$ cat src/rtl/sumador_pipe_param.sv
// Pipelined adder/subtractor: WIDTH-bit operands, carry chain split into STAGES segments.
// Define SUMADOR_SAT_EN to clamp signed-overflowing results in the last stage.
module sumador_pipe_param #(
  parameter int WIDTH  = 32,
  parameter int STAGES = 4
) (
  input  logic             clk,
  input  logic             rst_n,
  input  logic             in_valid,
  output logic             in_ready,
  input  logic [WIDTH-1:0] a,
  input  logic [WIDTH-1:0] b,
  input  logic             carry_in,
  input  logic             sub,
  output logic             out_valid,
  input  logic             out_ready,
  output logic [WIDTH-1:0] sum,
  output logic             carry_out,
  output logic             overflow,
  output logic             zero
);

  localparam int SEG = WIDTH / STAGES;

  logic             adv;
  logic [WIDTH-1:0] b_eff;
  logic             c_eff;

  logic             out_valid_q;
  logic [WIDTH-1:0] sum_q;
  logic             carry_q, ovf_q, zero_q;

  // Whole pipeline moves as one; a stalled output freezes every stage.
  assign adv      = !out_valid_q || out_ready;
  assign in_ready = adv && rst_n;

  // Subtract folds into addition: a + ~b + !borrow_in.
  assign b_eff = sub ? ~b : b;
  assign c_eff = sub ? ~carry_in : carry_in;

  // Intermediate stages 0..STAGES-2. Each keeps only the operand bits still
  // to be summed (ai/bi shrink by SEG per stage) and the partial sum so far.
  for (genvar k = 0; k < STAGES - 1; k++) begin : g_stg
    localparam int RW = WIDTH - (k + 1) * SEG;
    localparam int PW = (k + 1) * SEG;

    logic [RW+SEG-1:0] ai, bi;
    logic              ci, vi;
    logic [SEG:0]      seg_sum;
    logic [PW-1:0]     s_d;
    logic [RW-1:0]     a_q, b_q;
    logic [PW-1:0]     s_q;
    logic              c_q, v_q;

    assign seg_sum = {1'b0, ai[SEG-1:0]} + {1'b0, bi[SEG-1:0]} + {{SEG{1'b0}}, ci};

    if (k == 0) begin : g_in
      assign ai  = a;
      assign bi  = b_eff;
      assign ci  = c_eff;
      assign vi  = in_valid;
      assign s_d = seg_sum[SEG-1:0];
    end else begin : g_in
      assign ai  = g_stg[k-1].a_q;
      assign bi  = g_stg[k-1].b_q;
      assign ci  = g_stg[k-1].c_q;
      assign vi  = g_stg[k-1].v_q;
      assign s_d = {seg_sum[SEG-1:0], g_stg[k-1].s_q};
    end

    always_ff @(posedge clk or negedge rst_n) begin
      if (!rst_n) begin
        a_q <= '0;
        b_q <= '0;
        s_q <= '0;
        c_q <= 1'b0;
        v_q <= 1'b0;
      end else if (adv) begin
        a_q <= ai[RW+SEG-1:SEG];
        b_q <= bi[RW+SEG-1:SEG];
        s_q <= s_d;
        c_q <= seg_sum[SEG];
        v_q <= vi;
      end
    end
  end

  // Last stage: top segment, flags, optional clamp, output registers.
  logic [SEG-1:0]   la, lb;
  logic             lc, lv;
  logic [SEG:0]     top;
  logic [WIDTH-1:0] raw_sum, fin_sum;
  logic             ovf;

  assign top = {1'b0, la} + {1'b0, lb} + {{SEG{1'b0}}, lc};

  if (STAGES == 1) begin : g_last
    assign la      = a;
    assign lb      = b_eff;
    assign lc      = c_eff;
    assign lv      = in_valid;
    assign raw_sum = top[SEG-1:0];
  end else begin : g_last
    assign la      = g_stg[STAGES-2].a_q;
    assign lb      = g_stg[STAGES-2].b_q;
    assign lc      = g_stg[STAGES-2].c_q;
    assign lv      = g_stg[STAGES-2].v_q;
    assign raw_sum = {top[SEG-1:0], g_stg[STAGES-2].s_q};
  end

  // Carry into the MSB is recovered from the MSB sum bit.
  assign ovf = (la[SEG-1] ^ lb[SEG-1] ^ top[SEG-1]) ^ top[SEG];

`ifdef SUMADOR_SAT_EN
  // On overflow both operands share a sign, so a's MSB gives the true sign.
  always_comb begin
    fin_sum = raw_sum;
    if (ovf)
      fin_sum = la[SEG-1] ? {1'b1, {(WIDTH-1){1'b0}}} : {1'b0, {(WIDTH-1){1'b1}}};
  end
`else
  assign fin_sum = raw_sum;
`endif

  always_ff @(posedge clk or negedge rst_n) begin
    if (!rst_n) begin
      out_valid_q <= 1'b0;
      sum_q       <= '0;
      carry_q     <= 1'b0;
      ovf_q       <= 1'b0;
      zero_q      <= 1'b0;
    end else if (adv) begin
      out_valid_q <= lv;
      if (lv) begin
        sum_q   <= fin_sum;
        carry_q <= top[SEG];
        ovf_q   <= ovf;
        zero_q  <= (fin_sum == '0);
      end
    end
  end

  assign out_valid = out_valid_q;
  assign sum       = sum_q;
  assign carry_out = carry_q;
  assign overflow  = ovf_q;
  assign zero      = zero_q;

endmodule

$ cat config.mk
export PLATFORM = sky130hd
export DESIGN_NAME = sumador_pipe_param
export DESIGN_NICKNAME = d
export VERILOG_FILES = /design/src/rtl/sumador_pipe_param.sv
export SDC_FILE = /design/constraint.sdc
export NUM_CORES = 1
export LEC_CHECK = 0
export CAP_MARGIN = 25
export CORE_UTILIZATION = 56
export DETAILED_ROUTE_END_ITERATION = 7
export GPL_TIMING_DRIVEN = 1
export HOLD_SLACK_MARGIN = 0.06
export PLACE_DENSITY = 0.81
export SETUP_SLACK_MARGIN = 0.4
export SYNTH_ARGS = -nofsm -noshare
export SYNTH_HDL_FRONTEND = slang
export SYNTH_SLANG_ARGS = --single-unit
$ cat constraint.sdc
create_clock -name clk -period 3.2 [get_ports clk]
set_input_delay 0.96 -clock clk [delete_from_list [all_inputs] [get_ports clk]]
set_output_delay 0.96 -clock clk [all_outputs]
set_load 0.05 [all_outputs]
==> results of run 1 <==
==> state kept, by name (all words and copies together), names as in the netlist <==
signal and cells:
carry_out 1, g_stg.a_q 48, g_stg.b_q 48, g_stg.c_q 3, g_stg.s_q 48, g_stg.v_q 3, out_valid 1, overflow 1
sum 32, zero 1
==> cell usage in the layout, fill, tap and decap left out, types with 3 or more instances in the layout <==
cell type | netlist | layout
o31ai_1 | 9 | 9
fa_1 | 8 | 6
bufinv_16 | 0 | 3
o21bai_1 | 4 | 4
or3_1 | 3 | 3
nor2_1 | 26 | 26
a21oi_1 | 14 | 12
o21a_1 | 7 | 7
nor4_1 | 5 | 5
inv_1 | 19 | 19
dfrtp_1 | 186 | 186
a211oi_1 | 4 | 4
a21o_1 | 6 | 6
clkbuf_16 | 0 | 17
xor2_1 | 14 | 12
clkbuf_1 | 28 | 5
ha_1 | 28 | 28
xnor2_1 | 34 | 34
a31oi_1 | 4 | 4
clkinv_2 | 0 | 3
nor3_1 | 10 | 10
o21ai_1 | 2 | 4
and3b_1 | 3 | 3
nor2b_1 | 4 | 3
nand2_1 | 353 | 353
nand4_1 | 4 | 4
buf_12 | 0 | 7
o21ai_0 | 48 | 46
buf_4 | 0 | 9
mux2_2 | 26 | 26
clkdlybuf4s50_1 | 0 | 99
==> logic make-up after synthesis <==
logic type	Yosys count	share of synthesized area
xor gates and xnor gates	48	0.0499
AOI/OAI and AO/OA	107	0.0781
DFF	186	0.552
buffers and inverters	60	0.0285
muxes	26	0.0347
adders and majority gates	36	0.0606
and+or+nand+nor	415	0.196
==> metrics by stage <==
step,total power (µW),instance area (µm²),hold slack (ps)
6_report,10800,10400,467
5_1_grt,11600,10400,483
3_3_place_gp,8580,9760,449
4_1_cts,10900,10300,469
2_1_floorplan,7300,8480,439
3_5_place_dp,8770,9760,455
==> power breakdown <==
part / leakage (µW) / internal (µW) / switching [µW] / total, µW
Sequential: 0.00224 / 3400 / 655 / 4050
Combinational: 0.00246 / 1930 / 2790 / 4720
Clock: 0.000277 / 1240 / 835 / 2080
Total: 0.00499 / 6570 / 4280 / 10800
==> path summary, 6_finish.rpt <==
check	endpoint	slack [ps]
setup / recovery	in_ready	460
hold / removal	g_stg[1].a_q[10]	470
setup reg to reg	overflow	670
hold reg to reg	g_stg[1].a_q[10]	470
max in group asynchronous	sum[17]	1760
min in group asynchronous	g_stg[0].a_q[4]	640
==> layer usage <==
layer	share of wire	global-route usage	up-vias
li1	-	-	3047
met1	0.46	0.314	2897
met2	0.48	0.366	141
met3	0.043	0.0515	16
met4	0.011	0.0723	0
met5	0	0	-
==> worst min-delay path: stages, from the launching register on <==
cell	delay, ps
dfrtp_1	340
nand2_1	50
nand2_1	50
==> what timing repair did <==
| action | 4_1_cts | 5_1_grt |
|---|---|---|
| pin swaps | 3 | 8 |
| buffers inserted | 1 | 1 |
| setup endpoints to repair | 3 | 3 |
| gates cloned | 0 | 0 |
| resized for setup | 2 | 4 |
| hold buffers | 0 | 0 |
| endpoints found under the hold margin | 0 | 0 |
==> layout make-up <==
type	instances	area, µm²	area share
Timing Repair Buffer	121	1260	0.121
Tap cell	184	230	0.0222
Inverter	19	71.3	0.00688
Sequential cell	186	4650	0.449
Clock inverter	8	120	0.0116
Clock buffer	23	458	0.0442
Multi-Input combinational cell	632	3570	0.345
==> out/metrics.csv, run 1 <==
stage;metric;value;unit
outcome;status;completed;
setup_path;Critical Path Max Stage Delay;290;ps
global_routing;first-pass GRT wire length;28200;µm
placed_design;IO Port Bufs;106;
route;DRT Wirelength;16600;µm
final_layout;Final Core Density;0.711;
global_routing;vias in the first global route;5915;
sta;skew final;7.61;ps
setup_path;crit-path max FO;2;
logic_synthesis;Post-Syn Instances;878;
global_routing;initial antenna violation count;0;
hold_path;hold depth;2;
sta;fin. max-slew vios;0;
setup_path;Startpoint Class;input port;
setup_path;buffers and inverters on the worst path;2;
logic_synthesis;post-synthesis async set-or-reset flop share;1.00;
power;VDD IR max;0.000511;V
clock_network;TritonCTS Buffers;17;
route;Antenna Nets Post-Route;0;
final_layout;layout cells sized above 1;0.0819;
setup_path;WP depth;4;
floorplan;die area;15500;µm²
sta;Worst Tran Pin Value;1020;ps
clock_network;htree depth;4;
clock_network;clk slew on worst S/H paths;60;ps
clock_network;Clock Sinks;186;
setup_path;R2R Path Start;g_stg[2].a_q[0];
logic_synthesis;most used standard cell by instance count after synthesis;nand2_1;
sta;Max Freq;0.365;GHz
global_routing;GRT Overall Usage;0.229;
sta;final setup vio count;0;
route;# DRC;0;
placed_design;GP Congestion;0.844;
setup_path;slowest stage cell on the critical path;dlygate4sd2_1;
floorplan;Initial Util;0.578;
logic_synthesis;syn avg cell area;9.60;µm²
floorplan;Die Y;125;µm
global_routing;largest net degree at the start of global routing;187;
power;power per standard cell area;1050;nW/µm²
hold_path;Hold Path Class;reg2reg;
sta;setup_tns;0;ps
logic_synthesis;Synth area leader;dfrtp_1;
final_layout;Area Overhead vs Synth;23.0;%
floorplan;Die W;125;µm
hold_path;worst min-delay path startpoint;g_stg[1].a_q[10];
clock_network;CTS tree;built;
clock_network;clock latency on the worst-skew pair;430;ps
logic_synthesis;synth top area cells;dfrtp_1 (55%), nand2_1 (16%), ha_1 (4.2%);
setup_path;Arr. time, crit path;1780;ps
route;Via Count;6101;
power;LEAKAGE;0.00499;µW
sta;period utilization;0.857;
sta;fin worst setup slack;459;ps
logic_synthesis;post-synthesis register bit count;186;
sta;endpoints failing hold;0;
logic_synthesis;sequential share of the synthesized area;0.552;
final_layout;Antenna Cells;0;
flow_run;number of max-cap violations;0;
setup_path;worst reg2reg path depth;8;
route;WL/cell;14.2;µm
logic_synthesis;most used flip-flop cell after synthesis;dfrtp_1;
global_routing;GR Overflow Total;0;
sta;Rel. slew slack;0.320;
setup_path;family with the most delay on the worst path;buffers and inverters;
logic_synthesis;top cell type's share of synthesized area;0.552;
floorplan;core area;14600;µm²
placed_design;Placed Instances;1140;
logic_synthesis;synthesized area;8430;µm²
route;Via-to-Cell Ratio;5.20;
sta;fin crit period;2740;ps
clock_network;Clock Path Buffers;2;
clock_network;clock root cell;clkbuf_16;
sta;RSZ-0062 raised after global routing;no;
setup_path;Worst EP required;2240;ps
final_layout;fin nets;1083;
setup_path;cells along the critical path;dlygate4sd2_1 -> nand2b_4 -> and2_1 -> buf_12;
logic_synthesis;list of most frequent post-synthesis cells;nand2_1 (353), dfrtp_1 (186), o21ai_0 (48);
setup_path;Crit. End Element;primary output;
floorplan;num ports;107;
logic_synthesis;EDFF count, synth;0;
floorplan;num rows;44;
final_layout;# fillers;1053;
logic_synthesis;Syn Nets;984;
setup_path;Setup crit start;out_ready;
setup_path;WS Path Type;in2out;
logic_synthesis;YS warnings;0;
route;1st-iter DRT viols;402;
logic_synthesis;Unique masters post-synth;39;
route;Pre-Repair DR Iteration Count;6;
final_layout;Non-Filler Instances;1173;
placed_design;DP Wirelength;11400;µm
placed_design;Placement Setup Slack;-206;ps
(Power assumes the default switching activity.)
==> run 2, diff against run 1 <==
Settings changed: CORE_MARGIN set to 4, GPL_TIMING_DRIVEN 1 to not set.
==> run 2 against run 1 <==
Via count grew 0.26%. Largest cell class unchanged. Critical path depth is the same. Clock skew rose by 2.3 ps. Setup slack better by 41 ps. Register-to-register slack about the same.
==> out/metrics.csv, run 2 (synthesized netlist as in run 1, its figures left out) <==
stage;metric;value;unit;change
clock_network;clk slew on worst S/H paths;60;ps;about the same
final_layout;fin nets;1083;;unchanged
sta;skew final;9.92;ps;was 7.61 ps
route;routed wl met3;712;µm;was 720 µm
floorplan;core area;14600;µm²;about the same
sta;RSZ-0062 raised after global routing;no;;unchanged
setup_path;R2R Path Start;g_stg[2].b_q[0];;was g_stg[2].a_q[0]
clock_network;clock latency on the worst-skew pair;430;ps;about the same
sta;fin crit period;2700;ps;was 2740 ps
setup_path;Crit. End Element;primary output;;unchanged
power;Power Total;10800;µW;about the same
setup_path;worst setup path endpoint;in_ready;;unchanged
sta;Max Freq;0.370;GHz;was 0.365 GHz
route;Via-to-Cell Ratio;5.21;;was 5.20
global_routing;initial antenna violation count;0;;unchanged
placed_design;DP Wirelength;12000;µm;was 11,400 µm
hold_path;Hold Path Class;reg2reg;;unchanged
final_layout;commonest non-fill, non-tap cell in the layout;nand2_1;;unchanged
setup_path;flop2flop setup slack;680;ps;was 670 ps
power;power per standard cell area;1040;nW/µm²;was 1050 nW/µm²
final_layout;commonest cells after routing, fill and taps aside;nand2_1 (353), dfrtp_1 (186), clkdlybuf4s50_1 (99), o21ai_0 (46), xnor2_1 (34);;unchanged
global_routing;vias in the first global route;6003;;was 5,915
global_routing;GR Overflow Total;0;;unchanged
route;DRT Wirelength;17200;µm;was 16,600 µm
route;WL/cell;14.6;µm;was 14.2 µm
floorplan;num ports;107;;unchanged
final_layout;Antenna Cells;0;;unchanged
route;Antenna Nets Post-Route;0;;unchanged
setup_path;Critical Path Max Stage Delay;270;ps;was 290 ps
floorplan;num rows;44;;unchanged
floorplan;die area;17100;µm²;was 15,500 µm²
floorplan;Die W;131;µm;was 125 µm
placed_design;IO Port Bufs;106;;unchanged
setup_path;WP depth;4;;unchanged
power;VDD IR max;0.000458;V;was 0.000511 V
clock_network;CTS tree;built;;unchanged
floorplan;Die Y;131;µm;was 125 µm
setup_path;worst reg2reg endpoint;overflow;;unchanged
sta;fin. max-slew vios;0;;unchanged
setup_path;cells along the critical path;dlygate4sd2_1 -> nand2b_4 -> and2_1 -> buf_12;;unchanged
flow_run;number of max-cap violations;0;;unchanged
sta;endpoints failing hold;0;;unchanged
route;wl on met1;7920;µm;was 7650 µm
clock_network;htree depth;4;;unchanged
setup_path;Arr. time, crit path;1740;ps;was 1780 ps
power;LEAKAGE;0.00497;µW;was 0.00499 µW
clock_network;clock root cell;clkbuf_16;;unchanged
route;DR top layer;met4;;unchanged
route;1st-iter DRT viols;408;;was 402
global_routing;largest net degree at the start of global routing;187;;unchanged
route;met2 wire length;8240;µm;was 8050 µm
setup_path;crit-path max FO;2;;unchanged
outcome;status;completed;;unchanged
setup_path;slowest stage cell on the critical path;dlygate4sd2_1;;unchanged
setup_path;family with the most delay on the worst path;buffers and inverters;;unchanged
floorplan;Initial Util;0.575;;was 0.578
sta;period utilization;0.844;;was 0.857
clock_network;TritonCTS Buffers;17;;unchanged
global_routing;first-pass GRT wire length;28800;µm;was 28,200 µm
setup_path;Startpoint Class;input port;;unchanged
sta;setup_tns;0;ps;unchanged
setup_path;Worst EP required;2240;ps;about the same
final_layout;Area Overhead vs Synth;22.9;%;was 23.0%
final_layout;largest registers;g_stg.a_q (48), g_stg.b_q (48), g_stg.s_q (48);;unchanged
clock_network;Clock Sinks;186;;unchanged
setup_path;Setup crit start;out_ready;;unchanged
final_layout;layout cells sized above 1;0.0889;;was 0.0819
global_routing;GRT Overall Usage;0.214;;was 0.229
route;Pre-Repair DR Iteration Count;5;;was 6
placed_design;GP Congestion;0.870;;was 0.844
route;# DRC;0;;unchanged
clock_network;Clock Path Buffers;2;;unchanged
setup_path;buffers and inverters on the worst path;2;;unchanged
sta;final setup vio count;0;;unchanged
sta;Rel. slew slack;0.348;;was 0.320
route;Via Count;6117;;was 6,101
setup_path;WS Path Type;in2out;;unchanged
setup_path;worst reg2reg path depth;8;;unchanged
final_layout;Final Core Density;0.707;;was 0.711
sta;Worst Tran Pin Value;979;ps;was 1020 ps
run 2: changes by cell type in the layout (fill, tap and decap cells not counted), moves of 2 or more:
cell        before  now
buf_12           7    4
clkinv_2         3    1
clkbuf_1         5    3
clkinvlp_4       2    4
clkbuf_8         1    3
buf_4            9   11
run 2: area by class of cell:
class,instances,area [µm²]
clock inverters,9,113
flip-flops and latches,186,4650
fillers,1101,4290
multi-input cells,632,3590
repair buffers,121,1220
well taps,184,230
clock buffers,23,478
inverters,19,71.3
run 2: report_power, final:
part / internal, µW / total (µW) / switching [µW]
registers: 3400 / 4070 / 668
clock network: 1220 / 2080 / 868
logic: 1890 / 4670 / 2780
total: 6510 / 10800 / 4310
run 2: how the worst min path moves through the flow:
stage / from / to / slack, ps / cells after the start
3_3_place_gp: g_stg[1].s_q[5] / g_stg[1].s_q[5] / 450 / 2
4_1_cts: g_stg[1].a_q[9] / g_stg[1].a_q[9] / 470 / 2
6_report: g_stg[0].a_q[11] / g_stg[0].a_q[11] / 470 / 2
2_1_floorplan: g_stg[0].a_q[10] / g_stg[0].a_q[10] / 440 / 2
3_5_place_dp: g_stg[0].a_q[22] / g_stg[0].a_q[22] / 460 / 2
5_1_grt: g_stg[0].a_q[17] / g_stg[0].a_q[17] / 480 / 2
run 2: what timing repair did:
| item | in CTS | in global routing |
|---|---|---|
| resized for setup | 3 | 8 |
| endpoints found under the hold margin | 0 | 0 |
| cloned | 0 | 0 |
| pin swaps | 3 | 8 |
| setup endpoints to repair | 5 | 4 |
| hold buffers | 0 | 0 |
| buffers inserted | 1 | 0 |
run 2: metrics by stage:
stage / hold WS (ps) / instances / worst slack (ps) / area (µm²)
finish: 468 / 1174 / 501 / 10400
global route: 485 / 1174 / 357 / 10400
CTS: 470 / 1174 / 442 / 10300
detailed placement: 455 / 1141 / -211 / 9730
global placement: 449 / 1141 / -141 / 9730
floorplan: 439 / 878 / 120 / 8480
run 2: metal layers:
metal,up-vias,global-route usage
met4,0,0.0647
met3,27,0.0447
met5,-,0
li1,3050,-
met1,2912,0.299
met2,128,0.342
run 2: tightest hold or removal path: cells and delay by family (launching register included):
family | cells | cell delay [ps]
DFF | 1 | 340
and+or+nand+nor | 2 | 100
==> run 3, diff against run 2 <==
Clock period 3.2 ns to 2.65 ns, I/O delays scaled along.
==> run 3 against run 2 <==
Clock skew down 3.5 ps. Total power rose by 22%. Via count up 1.7%. Worst hold slack got worse by 87 ps. Setup slack worse by 210 ps. Clock power grew 22%. Sequential share of layout area down 0.89 points. Cell area up 2.0%. Die area unchanged. Wire length rose by 2.2%. Flip-flop and latch count is the same. Final cell count rose by 1.5%.
==> out/metrics.csv, run 3 (synthesized netlist as in run 1, its figures left out) <==
stage;metric;value;unit;change
placed_design;Placed Instances;1149;;was 1,141
final_layout;commonest cells after routing, fill and taps aside;nand2_1 (353), dfrtp_1 (186), clkdlybuf4s50_1 (61), o21ai_0 (43), dlygate4sd2_1 (36);;was nand2_1 (353), dfrtp_1 (186), clkdlybuf4s50_1 (99), o21ai_0 (46), xnor2_1 (34)
power;internal power;7930;µW;was 6510 µW
global_routing;vias in the first global route;5987;;was 6,003
setup_path;Startpoint Class;input port;;unchanged
power;sw frac;0.399;;about the same
sta;fin. max-slew vios;0;;unchanged
sta;skew final;6.44;ps;was 9.92 ps
setup_path;WS Path Type;in2reg;;was in2out
route;met2 wire length;8360;µm;was 8240 µm
route;WL/cell;14.7;µm;was 14.6 µm
clock_network;Clock Sinks;186;;unchanged
route;1st-iter DRT viols;430;;was 408
sta;fin crit period;2360;ps;
global_routing;largest net degree at the start of global routing;102;;was 187
sta;fin worst setup slack;289;ps;was 501 ps
final_layout;Area Overhead vs Synth;25.4;%;was 22.9%
power;sequential power share;0.373;;was 0.376
placed_design;IO Port Bufs;106;;unchanged
sta;Rel. slew slack;0.508;;was 0.348
route;# DRC;0;;unchanged
power;Clk pwr share;0.192;;was 0.193
route;DR top layer;met4;;unchanged
clock_network;htree depth;4;;unchanged
sta;RSZ-0062 raised after global routing;yes;;was no
power;VDD IR max;0.000693;V;was 0.000458 V
sta;final setup vio count;0;;unchanged
placed_design;GP Congestion;0.856;;was 0.870
floorplan;num ports;107;;unchanged
sta;endpoints failing hold;0;;unchanged
route;DRT Wirelength;17600;µm;was 17,200 µm
floorplan;Die W;131;µm;unchanged
floorplan;core area;14600;µm²;unchanged
placed_design;DP Wirelength;12000;µm;about the same
clock_network;clock latency on the worst-skew pair;420;ps;was 430 ps
final_layout;Final Core Density;0.721;;was 0.707
global_routing;GR Overflow Total;0;;unchanged
floorplan;num rows;44;;unchanged
floorplan;Die Y;131;µm;unchanged
clock_network;Clock Path Buffers;2;;unchanged
sta;period utilization;0.891;;
floorplan;Initial Util;0.575;;unchanged
setup_path;Worst EP required;2940;ps;was 2240 ps
hold_path;Hold Path Class;in2async;;was reg2reg
route;Pre-Repair DR Iteration Count;5;;unchanged
final_layout;Antenna Cells;0;;unchanged
power;Comb pwr share;0.436;;was 0.432
final_layout;largest registers;g_stg.a_q (48), g_stg.b_q (48), g_stg.s_q (48);;unchanged
route;Via Count;6223;;was 6,117
setup_path;Arr. time, crit path;2650;ps;was 1740 ps
power;power per standard cell area;1250;nW/µm²;was 1040 nW/µm²
power;LEAKAGE;0.00517;µW;was 0.00497 µW
setup_path;crit-path max FO;2;;unchanged
global_routing;first-pass GRT wire length;29200;µm;was 28,800 µm
floorplan;die area;17100;µm²;unchanged
route;Via-to-Cell Ratio;5.22;;was 5.21
final_layout;# fillers;1047;;was 1,101
sta;Worst Tran Pin Value;738;ps;was 979 ps
clock_network;clk slew on worst S/H paths;60;ps;about the same
final_layout;Non-Filler Instances;1192;;was 1,174
setup_path;Crit. End Element;flip-flop;;was primary output
outcome;status;completed;;unchanged
sta;Max Freq;0.424;GHz;
clock_network;TritonCTS Buffers;17;;unchanged
global_routing;initial antenna violation count;0;;unchanged
sta;Hold WS;381;ps;was 468 ps
global_routing;GRT Overall Usage;0.219;;was 0.214
route;routed wl met3;726;µm;was 712 µm
clock_network;CTS tree;built;;unchanged
route;Antenna Nets Post-Route;0;;unchanged
placed_design;Placement Setup Slack;-558;ps;was -211 ps
power;NetSw;5270;µW;was 4310 µW
final_layout;commonest non-fill, non-tap cell in the layout;nand2_1;;unchanged
final_layout;fin nets;1101;;was 1,083
route;wl on met1;8090;µm;was 7920 µm
final_layout;layout cells sized above 1;0.121;;was 0.0889
clock_network;clock root cell;clkbuf_16;;unchanged
flow_run;number of max-cap violations;0;;unchanged
## run 3: cell types whose count changed in the layout (fill, tap and decap cells not counted), moves of 5 or more
cell,before,now
clkdlybuf4s50_1,99,61
fa_2,2,7
buf_4,11,25
fa_1,6,1
dlygate4sd2_1,1,36
## run 3: what timing repair did
action	in CTS	in global routing
resized for setup	67	14
hold buffers	0	0
hold endpoints to repair	0	0
buffers inserted	2	9
pin swaps	17	9
setup endpoints to repair	48	15
## run 3: worst max-delay path, cell delays in order
cell and delay [ps]:
buf_6 90, xor2_2 170, fa_2 420, fa_2 350, a21o_1 190, a21oi_2 140
buf_4 130, buf_4 100, buf_6 80, xnor2_2 90, a21oi_1 80
## run 3: final timing paths
| path | from | end | slack, ps | cells past startpoint |
|---|---|---|---|---|
| min | rst_n | g_stg[0].a_q[3] | 380 | 2 |
| max in group asynchronous | rst_n | sum[29] | 1210 | 3 |
| min in group clk | g_stg[0].a_q[19] | g_stg[0].a_q[19] | 470 | 2 |
| min reg2reg | g_stg[0].a_q[19] | g_stg[0].a_q[19] | 470 | 2 |
| max | carry_in | g_stg[0].s_q[4] | 290 | 11 |
| max reg2reg | g_stg[2].a_q[0] | zero | 290 | 8 |
## run 3: power groups by stage
stage                     clock network, µW  registers [µW]  logic (µW)
after floorplan                           0            5600        3210
final                                  2530            4920        5750
after detailed placement                  0            4970        5650
after CTS                              2560            4920        5600
after global placement                    0            4910        5490
after global routing                   2690            5080        6370
## run 3: final cells by class
cell class                 instances  area [µm²]  area share
clock buffer                      26         509      0.0482
clock inverter                     6        85.1     0.00805
inverter                          19        71.3     0.00675
multi-input combinational        632        3650       0.346
sequential                       186        4650       0.441
tap                              184         230      0.0218
timing repair buffer             139        1360       0.129
## run 3: metal layers
layer	track usage	vias up
li1	-	3083
met1	0.313	2965
met2	0.339	149
met3	0.0402	26
met4	0.0780	0
met5	0	-
## run 3: per-stage QoR
step                total power, µW  area, µm²  setup TNS [ps]
CTS                           13100      10400               0
detailed placement            10600       9830           -2020
finish                        13200      10600               0
floorplan                      8820       8490            -520
global placement              10400       9830           -1810
global route                  14100      10600               0
